--- src/rtl/ldst_mem_unit_pkg.sv ---
// Shared definitions for the load/store memory unit: opcode constants, ROB tag width, FSM states.
package ldst_mem_unit_pkg;
  localparam int ROBEN_W = 5;
  localparam int RD_W    = 5;
  localparam int OPC_W   = 12;
  localparam int XLEN    = 32;

  localparam logic [OPC_W-1:0] OPC_LW = 12'h003;
  localparam logic [OPC_W-1:0] OPC_SW = 12'h023;

  typedef enum logic [1:0] {
    S_IDLE   = 2'd0,
    S_ACCESS = 2'd1,
    S_BCAST  = 2'd2
  } ldst_state_e;

  function automatic logic is_mem_opc(input logic [OPC_W-1:0] opc);
    return (opc == OPC_LW) || (opc == OPC_SW);
  endfunction
endpackage

--- src/rtl/ldst_latency_counter.sv ---
// Down-counter tracking the remaining data-memory read latency; loads MEM_LATENCY-1 on issue.
module ldst_latency_counter #(
  parameter int MEM_LATENCY = 2
) (
  input  logic clk,
  input  logic rst,
  input  logic clr,
  input  logic load,
  input  logic dec,
  output logic zero
);
  localparam int CNT_W = (MEM_LATENCY < 2) ? 1 : $clog2(MEM_LATENCY + 1);

  logic [CNT_W-1:0] cnt_q, cnt_d;

  always_comb begin
    cnt_d = cnt_q;
    if (clr)
      cnt_d = '0;
    else if (load)
      cnt_d = CNT_W'(MEM_LATENCY - 1);
    else if (dec && (cnt_q != '0))
      cnt_d = cnt_q - 1'b1;
  end

  always_ff @(posedge clk) begin
    if (rst)
      cnt_q <= '0;
    else
      cnt_q <= cnt_d;
  end

  assign zero = (cnt_q == '0);
endmodule

--- src/rtl/ldst_mem_unit.sv ---
// Load/store execution unit: takes one issued lw/sw, accesses data memory, broadcasts the result on its CDB slot.
module ldst_mem_unit
  import ldst_mem_unit_pkg::*;
#(
  parameter int ADDR_BITS   = 10,
  parameter int MEM_LATENCY = 2
) (
  input  logic                 clk,
  input  logic                 rst,
  input  logic                 in_VALID_Inst,
  input  logic [ROBEN_W-1:0]   in_ROBEN,
  input  logic [RD_W-1:0]      in_Rd,
  input  logic [OPC_W-1:0]     in_opcode,
  input  logic [XLEN-1:0]      in_EA,
  input  logic [XLEN-1:0]      in_ROBEN2_VAL,
  input  logic                 ROB_FLUSH_Flag,
  output logic                 in_BUSY,
  input  logic                 cdb_grant,
  output logic                 out_CDB_VALID,
  output logic [ROBEN_W-1:0]   out_CDB_ROBEN,
  output logic [RD_W-1:0]      out_CDB_Rd,
  output logic [XLEN-1:0]      out_CDB_VAL,
  output logic                 out_EXCEPTION,
  output logic [ADDR_BITS-1:0] mem_addr,
  output logic                 mem_we,
  output logic [XLEN-1:0]      mem_wdata,
  input  logic [XLEN-1:0]      mem_rdata
);
  ldst_state_e          state_q, state_d;
  logic                 busy_q, busy_d;
  logic                 cdb_valid_q, cdb_valid_d;
  logic [ROBEN_W-1:0]   cdb_roben_q, cdb_roben_d;
  logic [RD_W-1:0]      cdb_rd_q, cdb_rd_d;
  logic [XLEN-1:0]      cdb_val_q, cdb_val_d;
  logic                 exc_q, exc_d;
  logic                 mem_we_q, mem_we_d;
  logic [ADDR_BITS-1:0] mem_addr_q, mem_addr_d;
  logic [XLEN-1:0]      mem_wdata_q, mem_wdata_d;
  logic [ROBEN_W-1:0]   op_roben_q, op_roben_d;
  logic [RD_W-1:0]      op_rd_q, op_rd_d;
  logic                 op_is_lw_q, op_is_lw_d;
  logic                 cnt_load, cnt_dec, cnt_zero;
  logic                 bad_access;

  // Misaligned, beyond the memory depth, or not a memory opcode: reported, never touches memory.
  assign bad_access = (in_EA[1:0] != 2'b00) || (in_EA[XLEN-1:ADDR_BITS+2] != '0) || !is_mem_opc(in_opcode);

  always_comb begin
    state_d     = state_q;
    cdb_valid_d = cdb_valid_q;
    cdb_roben_d = cdb_roben_q;
    cdb_rd_d    = cdb_rd_q;
    cdb_val_d   = cdb_val_q;
    exc_d       = exc_q;
    mem_we_d    = 1'b0;
    mem_addr_d  = mem_addr_q;
    mem_wdata_d = mem_wdata_q;
    op_roben_d  = op_roben_q;
    op_rd_d     = op_rd_q;
    op_is_lw_d  = op_is_lw_q;
    cnt_load    = 1'b0;
    cnt_dec     = 1'b0;
    case (state_q)
      S_IDLE: begin
        if (in_VALID_Inst && (in_ROBEN != '0)) begin
          op_roben_d = in_ROBEN;
          op_rd_d    = in_Rd;
          op_is_lw_d = (in_opcode == OPC_LW);
          if (bad_access) begin
            state_d     = S_BCAST;
            cdb_valid_d = 1'b1;
            exc_d       = 1'b1;
            cdb_val_d   = '0;
            cdb_roben_d = in_ROBEN;
            cdb_rd_d    = in_Rd;
          end else begin
            state_d    = S_ACCESS;
            mem_addr_d = in_EA[ADDR_BITS+1:2];
            cnt_load   = 1'b1;
            if (in_opcode == OPC_SW) begin
              mem_we_d    = 1'b1;
              mem_wdata_d = in_ROBEN2_VAL;
            end
          end
        end
      end
      S_ACCESS: begin
        if (cnt_zero) begin
          state_d     = S_BCAST;
          cdb_valid_d = 1'b1;
          exc_d       = 1'b0;
          cdb_val_d   = op_is_lw_q ? mem_rdata : '0;
          cdb_roben_d = op_roben_q;
          cdb_rd_d    = op_rd_q;
        end else begin
          cnt_dec = 1'b1;
        end
      end
      S_BCAST: begin
        if (cdb_grant) begin
          state_d     = S_IDLE;
          cdb_valid_d = 1'b0;
          exc_d       = 1'b0;
        end
      end
      default: state_d = S_IDLE;
    endcase
    // A squash overrides any accept or grant in the same cycle; written stores are not undone.
    if (ROB_FLUSH_Flag) begin
      state_d     = S_IDLE;
      cdb_valid_d = 1'b0;
      exc_d       = 1'b0;
      cdb_roben_d = '0;
      cdb_rd_d    = '0;
      cdb_val_d   = '0;
      mem_we_d    = 1'b0;
      cnt_load    = 1'b0;
    end
  end

  assign busy_d = (state_d != S_IDLE);

  always_ff @(posedge clk) begin
    mem_addr_q  <= mem_addr_d;
    mem_wdata_q <= mem_wdata_d;
    op_roben_q  <= op_roben_d;
    op_rd_q     <= op_rd_d;
    op_is_lw_q  <= op_is_lw_d;
    if (rst) begin
      state_q     <= S_IDLE;
      busy_q      <= 1'b0;
      cdb_valid_q <= 1'b0;
      cdb_roben_q <= '0;
      cdb_rd_q    <= '0;
      cdb_val_q   <= '0;
      exc_q       <= 1'b0;
      mem_we_q    <= 1'b0;
    end else begin
      state_q     <= state_d;
      busy_q      <= busy_d;
      cdb_valid_q <= cdb_valid_d;
      cdb_roben_q <= cdb_roben_d;
      cdb_rd_q    <= cdb_rd_d;
      cdb_val_q   <= cdb_val_d;
      exc_q       <= exc_d;
      mem_we_q    <= mem_we_d;
    end
  end

  ldst_latency_counter #(
    .MEM_LATENCY(MEM_LATENCY)
  ) u_lat_cnt (
    .clk  (clk),
    .rst  (rst),
    .clr  (ROB_FLUSH_Flag),
    .load (cnt_load),
    .dec  (cnt_dec),
    .zero (cnt_zero)
  );

  assign in_BUSY       = busy_q;
  assign out_CDB_VALID = cdb_valid_q;
  assign out_CDB_ROBEN = cdb_roben_q;
  assign out_CDB_Rd    = cdb_rd_q;
  assign out_CDB_VAL   = cdb_val_q;
  assign out_EXCEPTION = exc_q;
  assign mem_addr      = mem_addr_q;
  assign mem_we        = mem_we_q;
  assign mem_wdata     = mem_wdata_q;
endmodule

--- config.mk ---
export PLATFORM = sky130hd
export DESIGN_NAME = ldst_mem_unit
export DESIGN_NICKNAME = d
export VERILOG_FILES = /design/src/rtl/ldst_mem_unit_pkg.sv /design/src/rtl/ldst_latency_counter.sv /design/src/rtl/ldst_mem_unit.sv
export SDC_FILE = /design/constraint.sdc
export NUM_CORES = 1
export LEC_CHECK = 0
export ABC_AREA = 1
export CAP_MARGIN = 20
export CELL_PAD_IN_SITES_DETAIL_PLACEMENT = 0
export CELL_PAD_IN_SITES_GLOBAL_PLACEMENT = 1
export CORE_MARGIN = 3
export CORE_UTILIZATION = 29
export CTS_BUF_LIST = sky130_fd_sc_hd__clkbuf_16
export DETAILED_ROUTE_END_ITERATION = 12
export PLACE_DENSITY_LB_ADDON = 0.1
export SYNTH_ARGS = -nofsm -noshare
export SYNTH_HDL_FRONTEND = slang
export SYNTH_HIERARCHICAL = 1
export SYNTH_SLANG_ARGS = --single-unit
--- constraint.sdc ---
create_clock -name clk -period 3.65 [get_ports clk]
set_clock_uncertainty 0.05 [all_clocks]
set_input_delay 1.095 -clock clk [delete_from_list [all_inputs] [get_ports clk]]
set_output_delay 1.095 -clock clk [all_outputs]
set_load 0.01 [all_outputs]
======== Word-level counts from Yosys, hierarchy flattened ========
Index checks and enable logic that the tools add are counted.
storage, ports and cells
  bits in registers ....................... 103
  input bits .............................. 123
  output and inout port bits .............. 88
  logic and storage cells ................. 86
cells by class
  add/sub/neg operators ................... 1
  equality and inequality tests ........... 8
  mux-type cells .......................... 35
  bitwise operators ....................... 3
  reduce and logical (&&, ||, !) cells .... 24
operator list
  cell                 count
  $mux 32              4
  $pmux 32 s2          1
  $mux 5               6
  $pmux 5 s2           2
  $reduce_bool 20->1   1
  $mux 1               14
  $eq 12x2->1 const B  1
  $eq 12x6->1 const B  1
  $mux 2               5
  $reduce_bool 2->1    5
  $ne 2x2->1 const B   4
  $reduce_and 4->1     2
  $pmux 1 s3           2
  $pmux 2 s3           1
  $reduce_and 5->1     1
  $reduce_bool 5->1    1
  $reduce_or 5->1      1
  $logic_not 2->1      2
  $logic_or 1x1->1     3
  $not 1->1            3
  $reduce_and 3->1     1
  $reduce_bool 3->1    1
  $reduce_or 3->1      1
  $eq 2x1->1 const B   1
  6 further kinds      7

======== Depth between registers and ports, before layout ========
Gate-level depths: netlist of the first run.
  depth in word-level cells ............... 9
  gate-level depth with buffers ........... 14
  depth with buffers taken out ............ 12

======== Modules after synthesis ========
Netlist of the first run, hierarchy kept.
by module, submodules not included
  module                instances  cells each  area an instance (um^2)  seq. area each (um^2)
  ldst_mem_unit         1          442         4078.9                   2552.4
  ldst_latency_counter  1          18          117.6                    40.0

======== Worst setup path before layout of the first run ========
No wires, ideal clock.
  kind .................................... input port to flip-flop
  start ................................... input port in_EA[1]
  end ..................................... register mem_wdata_q[0] (netlist: mem_wdata[0]) (enable)
  library setup time ...................... 387 ps
  data arrival time ....................... 2957 ps
  data required time ...................... 3213 ps
  slack ................................... 257 ps
  cell stages on the path ................. 8
  buffers on the path ..................... 0
  path through ............................ or2_1 nor2_1 nand2_1 nor2_1 nand2_1 nor2_1 nand2_1 inv_1
between the ends
  longest elaborated chain between the ends .. 5
ends and longest elaborated chain
  item                               line                  text
  from (decl)                        ldst_mem_unit.sv:14   input logic [XLEN-1:0] in_EA,
  $reduce_bool 2->1                  ldst_mem_unit.sv:46   assign bad_access = (in_EA[1:0] != 2'b00) || (in_EA[XLEN-1:ADDR_BITS+2] != '0) || !is_mem_opc(in_opcode);
  $logic_or 1x1->1 (2 in a row)      ldst_mem_unit.sv:46
  $not 1->1 (no source line)         n/a
  $reduce_and 4->1 (no source line)  n/a
  to (signal assigned)               ldst_mem_unit.sv:125  mem_wdata_q <= mem_wdata_d;
  to (decl)                          ldst_mem_unit.sv:38   logic [XLEN-1:0] mem_wdata_q, mem_wdata_d;
Every way passes these cells.
A chain may end at the register's enable or synchronous reset.

======== Final worst setup path of the first run ========
  start ................................... input port in_EA[1]
  end ..................................... register mem_wdata_q[21] (netlist: mem_wdata[21]) (enable)
The elaborated chain is that of the path after synthesis.

==> results of run 1 <==
## worst reg2reg max path, delay by kind of cell (launching register included)
kind / cells / cell delay (ns)
DFF: 1 / 0.33
AOI/OAI and AO/OA: 1 / 0.07
adders and majority gates: 1 / 0.17
and+or+nand+nor: 2 / 0.26
buffers and inverters: 4 / 1.24
## metal layers
metal,vias to the layer above,part of all wire [%]
li1,1888,-
met1,1650,43
met2,121,49
met3,22,5.1
met4,0,2.5
met5,-,0
## cells in the mapped netlist, types with 4 or more instances
cell type	instances
nand2_1	104
nor2_1	104
edfxtp_1	53
dfxtp_1	50
inv_1	42
nand3_1	35
a21oi_1	17
clkbuf_1	10
mux2i_1	9
buf_6	5
ha_1	5
buf_2	4
## state kept, by name, indices dropped and copies added, names as in the netlist
signal and count:
out_EXCEPTION 1, out_CDB_VALID 1, u_lat_cnt/cnt_q 2, mem_addr 10
mem_we 1, mem_wdata 32, in_BUSY 1, out_CDB_ROBEN 5
out_CDB_VAL 32, state_q 2, op_is_lw_q 1, op_roben_q 5
op_rd_q 5, out_CDB_Rd 5
## through the flow
step           power (mW)  cells  hold slack (ns)  setup slack (ns)
4_1_cts              2.63    856            0.427             0.968
6_report             2.59    856            0.424             0.977
3_5_place_dp         1.62    840            0.410             0.603
2_1_floorplan        1.42    460            0.422             0.257
5_1_grt              2.72    856            0.454             0.811
3_3_place_gp         1.62    840            0.400             0.605
## power groups by stage
stage | clock, mW | combinational (mW) | sequential [mW]
floorplan | 0 | 0.123 | 1.29
global placement | 0 | 0.332 | 1.28
detailed placement | 0 | 0.335 | 1.29
CTS | 1.03 | 0.337 | 1.26
global route | 1.09 | 0.369 | 1.26
finish | 0.997 | 0.332 | 1.26
## how the worst min path moves through the flow
| stage | from | end | slack, ns | depth (start not counted) |
|---|---|---|---|---|
| after detailed placement | out_CDB_VAL[6] | out_CDB_VAL[6] | 0.41 | 2 |
| after global placement | out_CDB_VAL[14] | out_CDB_VAL[14] | 0.40 | 2 |
| final | out_CDB_VAL[6] | out_CDB_VAL[6] | 0.42 | 2 |
| after floorplan | u_lat_cnt/cnt_q[0] | u_lat_cnt/cnt_q[0] | 0.42 | 2 |
| after CTS | out_CDB_VAL[6] | out_CDB_VAL[6] | 0.43 | 2 |
| after global routing | out_CDB_Rd[4] | out_CDB_Rd[4] | 0.45 | 2 |
## kinds of logic after synthesis
logic type               Yosys count  synth area share [%]
AO/OA/AOI/OAI                     24                  3.28
adder cells (fa/ha/maj)            5                  1.49
buffers and inverters             65                  6.92
flip-flops                       103                  61.8
multiplexers                       9                  2.15
AND/OR/NAND/NOR                  254                  24.4
## layout make-up
cell class	instances	area share, %
repair buffers	220	32.2
clock inverters	6	0.864
flip-flops and latches	103	38.1
inverters	45	2.48
clock buffers	10	3.68
well taps	180	3.31
multi-input cells	292	19.4
==> flow_metrics.tcl, run 1 <==
set metrics [dict create \
    outcome "complete, no violations" \
    worstPathCellList "clkdlybuf4s50_1, or2_1, nor2_1, nand2_1, nor2_1, nand2_1, nor2_1, nand2_1, inv_1, buf_12" \
    ant_nets 0 \
    slowest_delay_ns 0.39 \
    yosysWarnings 6 \
    layout_commonest_cell "clkdlybuf4s50_1" \
    holdCritPathClass "reg -> reg" \
    grt.total_usage_pct 15.2 \
    power_density_nw_per_um2 380 \
    synth_top_area_share_pct 37.9 \
    grt_pass1_wl_um 19100 \
    grt.overflow.total 0 \
    clk_latency_ns 0.34 \
    ys_ff_latch 103 \
    synth_top_area_cell "edfxtp_1" \
    fin_tns_setup_ns 0 \
    fin_crit_sh_pct 73.2 \
    worst-slew-pin-transition_ns 0.777 \
    rsz0062_at_grt "no" \
    met3_usage_pct 3.16 \
    synthFlopType "edfxtp_1" \
    finalSetupViolCount 0 \
    clock-root-buffer "clkbuf_16" \
    place_area_sq_um 6500 \
    vias_per_cell 4.30 \
    intPower_mw 2.02 \
    synth_cell_types 27 \
    worst_setup_path_end_kind "flip-flop" \
    drt-total-wl_um 12000 \
    p_leak_nw 2.66 \
    cp-start-kind "input pin" \
    final_cell_mix "clkdlybuf4s50_1 (210), nand2_1 (104), nor2_1 (103), edfxtp_1 (53), dfxtp_1 (50)" \
    syn-num-nets 588 \
    rows 43 \
    worstPathRequired_ns 3.65 \
    drive_gt1_share_pct 4.88 \
    area_growth_pct 62.2 \
    die_x_um 126 \
    fin_util_pct 48.5 \
    synthTopCellsByArea "edfxtp_1 (38%), dfxtp_1 (24%), nand2_1 (9.3%)" \
    ctsResizeCount 0 \
    vias 3681 \
    routabilityCongestion 0.761 \
    cts.sink_count 103 \
    cts_max_level 3 \
    busiest_layer "met2" \
    cts_hold_buf 0 \
    cp_num_buf_inv 3 \
    critical-path-top-delay-family "simple AND/OR/NAND/NOR gates" \
    yosysSeqAreaShare_pct 61.8 \
    ios 211 \
    ff_latch_area_sq_um 2590 \
    p_clk_share_pct 38.5 \
    endpoint "mem_wdata[21]" \
    clockBufferDepth 2 \
    syn_avg_cell_area_sq_um 9.12 \
    slew_viol_final 0 \
    place.port_buffers 210 \
    grt_pass1_vias 3579 \
    comb_power_share_pct 12.8 \
    grtUsageMet2_pct 25.8 \
    fmax_mhz 374 \
    fill_cells 1341 \
    swShare_pct 22.1 \
    drt_iter0_markers 185 \
    synth-async-reset-ratio_pct 0 \
    synth_area_sq_um 4200 \
    r2r_start "state_q[1]" \
    gr-usage-met1_pct 18.7 \
    reg2reg_slack_ns 1.48 \
    timing.final.crit_period_ns 2.67 \
    cts_buffers 9 \
    drc_errors 0 \
    p_sw_mw 0.572 \
    reg2reg_depth 8 \
    crit_fanout 32 \
    routedWlPerCell_um 14.0 \
    clk_pin_slew_ns 0.07 \
    syn_inst 460 \
    cts_setup_buffers 0 \
    start_util_pct 29.9 \
    die-area_sq_um 16000 \
    critPathArrivalTime_ns 2.67 \
    relSlewSlack_pct 48.2 \
    pwr-share-seq_pct 48.6 \
    dp_hpwl_um 9160 \
    multiInputGateArea_sq_um 1320 \
    cpMaxStageDelayCell "clkdlybuf4s50_1" \
    stdcell_area_sq_um 6810 \
    cts_tree "yes" \
    hold_viol 0 \
    setup.worst_path.start "in_EA[1]" \
    n_antenna_cell 0 \
    drtPass1Iterations 5 \
    antenna_found_initial 0 \
    final_nets 799 \
    synth_edf_count 53 \
    reg2reg_to "out_CDB_VAL[29]" \
    die_h_um 126 \
    cap_violations 0 \
    critical_path_class "in -> reg" \
    grt_max_degree 33 \
    peakVddDrop_mv 0.239 \
    coreArea_sq_um 14000 \
    crit_cells 10 \
]
Power figures use the tool's default switching activity.
==> run 2: changes to the inputs <==
- CORE_UTILIZATION: 29 -> 26
- clock period: 3.65 -> 2.3 ns (I/O delays scaled with it)
==> run 2 against run 1 <==
  * First-iteration DRC count is 5.9% lower
  * Critical path depth is 1 higher
  * Global-route usage fell by 1.0 points
  * Count of clock-buffer cells in the layout fell by 1
  * Combinational power increased by 66%
  * Total power grew 53%
  * Highest routed layer unchanged
==> flow_metrics.tcl, run 2 (synthesized netlist as in run 1, its figures left out) <==
set metrics [dict create \
    cts_buffers 9 \
    antenna_found_initial 0 \
    grt_pass1_vias 3670 \
    cts.sink_count 103 \
    ant_nets 0 \
    worstPathCellList "clkdlybuf4s50_1, nor2_1, nand2_1, nor2_1, nand2_1, nor2_2, nand2_2, nor2_4, nand2_2, clkinvlp_4, clkbuf_16" \
    die_x_um 133 \
    cp-start-kind "input pin" \
    coreArea_sq_um 15500 \
    cpMaxStageDelayCell "clkdlybuf4s50_1" \
    crit_fanout 8 \
    drtPass1Iterations 4 \
    layout_commonest_cell "clkdlybuf4s50_1" \
    cts_max_level 3 \
    outcome "complete, no violations" \
    final_nets 817 \
    cts_hold_buf 0 \
    clock-root-buffer "clkbuf_16" \
    grt.overflow.total 0 \
    routabilityCongestion 0.758 \
    clk_latency_ns 0.34 \
    dp_hpwl_um 9450 \
    vias 3750 \
    area_growth_pct 67.7 \
    drive_gt1_share_pct 8.36 \
    cap_violations 0 \
    die_h_um 133 \
    fin_crit_sh_pct 94.4 \
    drc_errors 0 \
    place_area_sq_um 6710 \
    start_util_pct 27.1 \
    hold_viol 0 \
    worstPathRequired_ns 2.31 \
    grt_max_degree 45 \
    slew_viol_final 0 \
    place.port_buffers 210 \
    worst-slew-pin-transition_ns 0.315 \
    peakVddDrop_mv 0.316 \
    drt-total-wl_um 12600 \
    slowest_delay_ns 0.40 \
    fmax_mhz 460 \
    rows 45 \
    finalSetupViolCount 0 \
    n_antenna_cell 0 \
    drt_iter0_markers 174 \
    critPathArrivalTime_ns 2.18 \
    holdCritPathClass "reg -> reg" \
    vias_per_cell 4.14 \
    relSlewSlack_pct 79.0 \
    rsz0062_at_grt "no" \
    worst_setup_path_end_kind "flip-flop" \
    die-area_sq_um 17700 \
    reg2reg_slack_ns 0.48 \
    clk_pin_slew_ns 0.07 \
    critical_path_class "in -> reg" \
    p_leak_nw 2.74 \
    clockBufferDepth 2 \
    fin_tns_setup_ns 0 \
    grt_pass1_wl_um 19900 \
    cts_tree "yes" \
    grt.total_usage_pct 14.1 \
    ios 211 \
    timing.final.crit_period_ns 2.17 \
    routedWlPerCell_um 13.9 \
    final_cell_mix "clkdlybuf4s50_1 (208), nor2_1 (101), nand2_1 (101), edfxtp_1 (53), dfxtp_1 (50)" \
    power_density_nw_per_um2 564 \
    stdcell_area_sq_um 7040 \
]
==> run 2: layout make-up <==
type	count	area (sq um)
clock buffer	9	225
clock inverter	7	47.5
fill	1494	8450
inverter	45	175
multi-input combinational	292	1340
sequential	103	2590
tap	211	264
timing repair buffer	238	2390
==> run 2: layer usage <==
layer  track usage (%)  share of wire [%]  vias up
met1              17.2                 42     1715
met4              3.81                1.1        0
met2              24.3                 50      109
li1                  -                  -     1914
met5                 0                  0        -
met3              4.26                6.4       12
==> run 2: worst paths after layout <==
check	depth (start not counted)	from	end
setup / recovery	11	in_EA[15]	mem_wdata[20]
hold / removal	2	out_CDB_ROBEN[1]	out_CDB_ROBEN[1]
setup reg to reg	10	state_q[1]	out_CDB_VAL[4]
hold reg to reg	2	out_CDB_ROBEN[1]	out_CDB_ROBEN[1]
==> run 2: what timing repair did <==
item	4_1_cts	5_1_grt
setup endpoints to repair	0	44
gates resized for setup	0	6
setup buffers	0	1
==> run 2: worst max-delay path, delay by kind of cell <==
kind                   cells  cell delay, ns
AND/OR/NAND/NOR            8            0.78
buffers and inverters      3            0.71
==> run 2: metrics by stage <==
step                utilization, %  setup WS [ns]  cells  total power, mW  hold WS [ns]
finish                        45.4          0.128    905             3.97         0.422
global route                  45.4        0.00954    905             4.17         0.457
CTS                           45.1         0.0742    902             4.04         0.428
detailed placement            43.3         -0.299    886             2.59         0.409
global placement              43.3         -0.279    886             2.59         0.404
floorplan                        -        -0.0764    460             2.25         0.422
==> run 2: power by group <==
part	internal [mW]	switching [mW]	total (mW)
sequential	1.98	0.0211	2.00
clock	0.737	0.683	1.42
combinational	0.332	0.218	0.551
total	3.05	0.922	3.97
==> run 3: changes to the inputs <==
- CORE_ASPECT_RATIO: unset -> 1.4
==> run 3 against run 2 <==
  * Setup slack got worse by 0.017 ns
  * Critical path type unchanged
  * Wire length fell by 1.0%
  * Critical path depth fell by 1
  * Critical endpoint is now mem_wdata[0]
  * First-iteration DRC count fell by 6.9%
  * Largest cell class unchanged
  * Clock power rose by 5%
  * Final cell count fell by 1.9%
  * Via count fell by 1.2%
  * Non-clock buffer count fell by 2
  * Sequential power barely moved
==> flow_metrics.tcl, run 3 (synthesized netlist as in run 1, its figures left out) <==
set metrics [dict create \
    grt_max_degree 45 \
    power_mw 4.03 \
    multiInputGateArea_sq_um 1350 \
    clk_pin_slew_ns 0.07 \
    fill_cells 1554 \
    place.port_buffers 210 \
    p_sw_mw 0.966 \
    clk_latency_ns 0.34 \
    hold_depth 2 \
    cp-start-kind "input pin" \
    slowest_delay_ns 0.39 \
    r2r_start "state_q[1]" \
    drt_iter0_markers 162 \
    drtPass1Iterations 4 \
    worst-slew-pin-transition_ns 0.407 \
    grt.total_usage_pct 13.8 \
    critPathArrivalTime_ns 2.19 \
    routabilityCongestion 0.707 \
    die-area_sq_um 17700 \
    fmax_mhz 457 \
    rsz0062_at_grt "no" \
    cts_buffers 9 \
    drc_errors 0 \
    vias_per_cell 4.17 \
    drive_gt1_share_pct 8.53 \
    cp_num_buf_inv 3 \
    comb_power_share_pct 13.5 \
    hp-start "out_CDB_VAL[11]" \
    clockBufferDepth 2 \
    reg2reg_depth 7 \
    ctsResizeCount 0 \
    swShare_pct 23.9 \
    final_cell_mix "clkdlybuf4s50_1 (208), nand2_1 (101), nor2_1 (100), edfxtp_1 (53), dfxtp_1 (50)" \
    cap_violations 0 \
    crit_fanout 16 \
    die_x_um 113 \
    rows 54 \
    hold_viol 0 \
    intPower_mw 3.07 \
    pwr-share-seq_pct 49.5 \
    cpMaxStageDelayCell "clkdlybuf4s50_1" \
    final_nets 815 \
    cts_max_level 3 \
    routedWlPerCell_um 14.0 \
    dp_hpwl_um 9550 \
    worstPathRequired_ns 2.30 \
    stdcell_count 888 \
    grt.overflow.total 0 \
    path_common_cell "nand2_2" \
    peakVddDrop_mv 0.312 \
    antenna_found_initial 0 \
    slew_viol_final 0 \
    holdCritPathClass "reg -> reg" \
    layout_commonest_cell "clkdlybuf4s50_1" \
    timing.final.crit_period_ns 2.19 \
    fin_crit_sh_pct 95.2 \
    min_to "out_CDB_VAL[11]" \
    worstPathCellList "clkdlybuf4s50_1, or2_1, nor2_1, nand2_1, nor2_2, nand2_2, nor2_4, nand2_2, clkinvlp_4, buf_12" \
    grt_pass1_vias 3668 \
    reg2reg_slack_ns 0.30 \
    cts_setup_buffers 0 \
    cts_tree "yes" \
    critical_path_class "in -> reg" \
    critical-path-top-delay-family "simple AND/OR/NAND/NOR gates" \
    p_leak_nw 2.74 \
    coreArea_sq_um 15700 \
    die_h_um 156 \
    finalSetupViolCount 0 \
    n_antenna_cell 0 \
    relSlewSlack_pct 72.9 \
    cts.sink_count 103 \
    reg2reg_to "mem_wdata[0]" \
    vias 3705 \
    ios 211 \
    cts_hold_buf 0 \
    start_util_pct 26.8 \
    grt_pass1_wl_um 19000 \
    outcome "complete, no violations" \
    dpl.cell_count 870 \
    p_clk_share_pct 37.0 \
    clock-root-buffer "clkbuf_16" \
    drt-total-wl_um 12400 \
    worst_setup_path_end_kind "flip-flop" \
    ff_latch_area_sq_um 2590 \
    power_density_nw_per_um2 573 \
    area_growth_pct 67.7 \
    ant_nets 0 \
]
run 3: per-stage QoR:
| step | area (sq um) | util, % | hold slack, ns | worst slack [ns] | setup TNS, ns |
|---|---|---|---|---|---|
| after floorplan | 4220 | - | 0.422 | -0.0764 | -2.44 |
| after global placement | 6690 | 42.7 | 0.403 | -0.251 | -16.78 |
| after detailed placement | 6690 | 42.7 | 0.412 | -0.261 | -17.23 |
| after CTS | 6980 | 44.5 | 0.429 | 0.105 | 0 |
| after global routing | 7040 | 44.9 | 0.446 | 0.000633 | 0 |
| final | 7040 | 44.9 | 0.420 | 0.111 | 0 |
run 3: worst max path at each step:
stage	start	end	depth (start not counted)
4_1_cts	in_opcode[6]	out_CDB_VAL[10]	11
3_5_place_dp	in_opcode[6]	out_CDB_VAL[10]	11
2_1_floorplan	in_EA[1]	mem_wdata[0]	8
6_report	in_EA[1]	mem_wdata[0]	10
3_3_place_gp	in_opcode[6]	out_CDB_VAL[26]	11
5_1_grt	in_EA[15]	mem_wdata[0]	11
run 3: metal layers:
metal	GRT usage, %	vias to the layer above	routed length (um)
li1	-	1913	-
met1	14.5	1674	4600
met2	26.5	109	6940
met3	3.48	9	709
met4	4.35	0	176
met5	0	-	0
run 3: worst register-to-register path: cells and delay by family, from the launching register on:
| family | cells | cell delay, ns |
|---|---|---|
| fa+ha+maj | 1 | 0.41 |
| buf+inv | 3 | 0.43 |
| flops | 1 | 0.34 |
| simple gates | 3 | 0.46 |
run 3: layout make-up:
| class | count | share of cell area (%) |
|---|---|---|
| clock buffers | 9 | 3.20 |
| clock inverters | 7 | 0.889 |
| inverters | 45 | 2.49 |
| multi-input cells | 292 | 19.2 |
| flip-flops and latches | 103 | 36.8 |
| well taps | 196 | 3.48 |
| repair buffers | 236 | 33.9 |
run 3: power by group through the flow:
stage / registers, mW / logic [mW] / clock network, mW
after global routing: 2.00 / 0.603 / 1.63
after global placement: 2.04 / 0.549 / 0
after floorplan: 2.05 / 0.196 / 0
final: 2.00 / 0.546 / 1.49
after detailed placement: 2.04 / 0.554 / 0
after CTS: 2.00 / 0.557 / 1.55
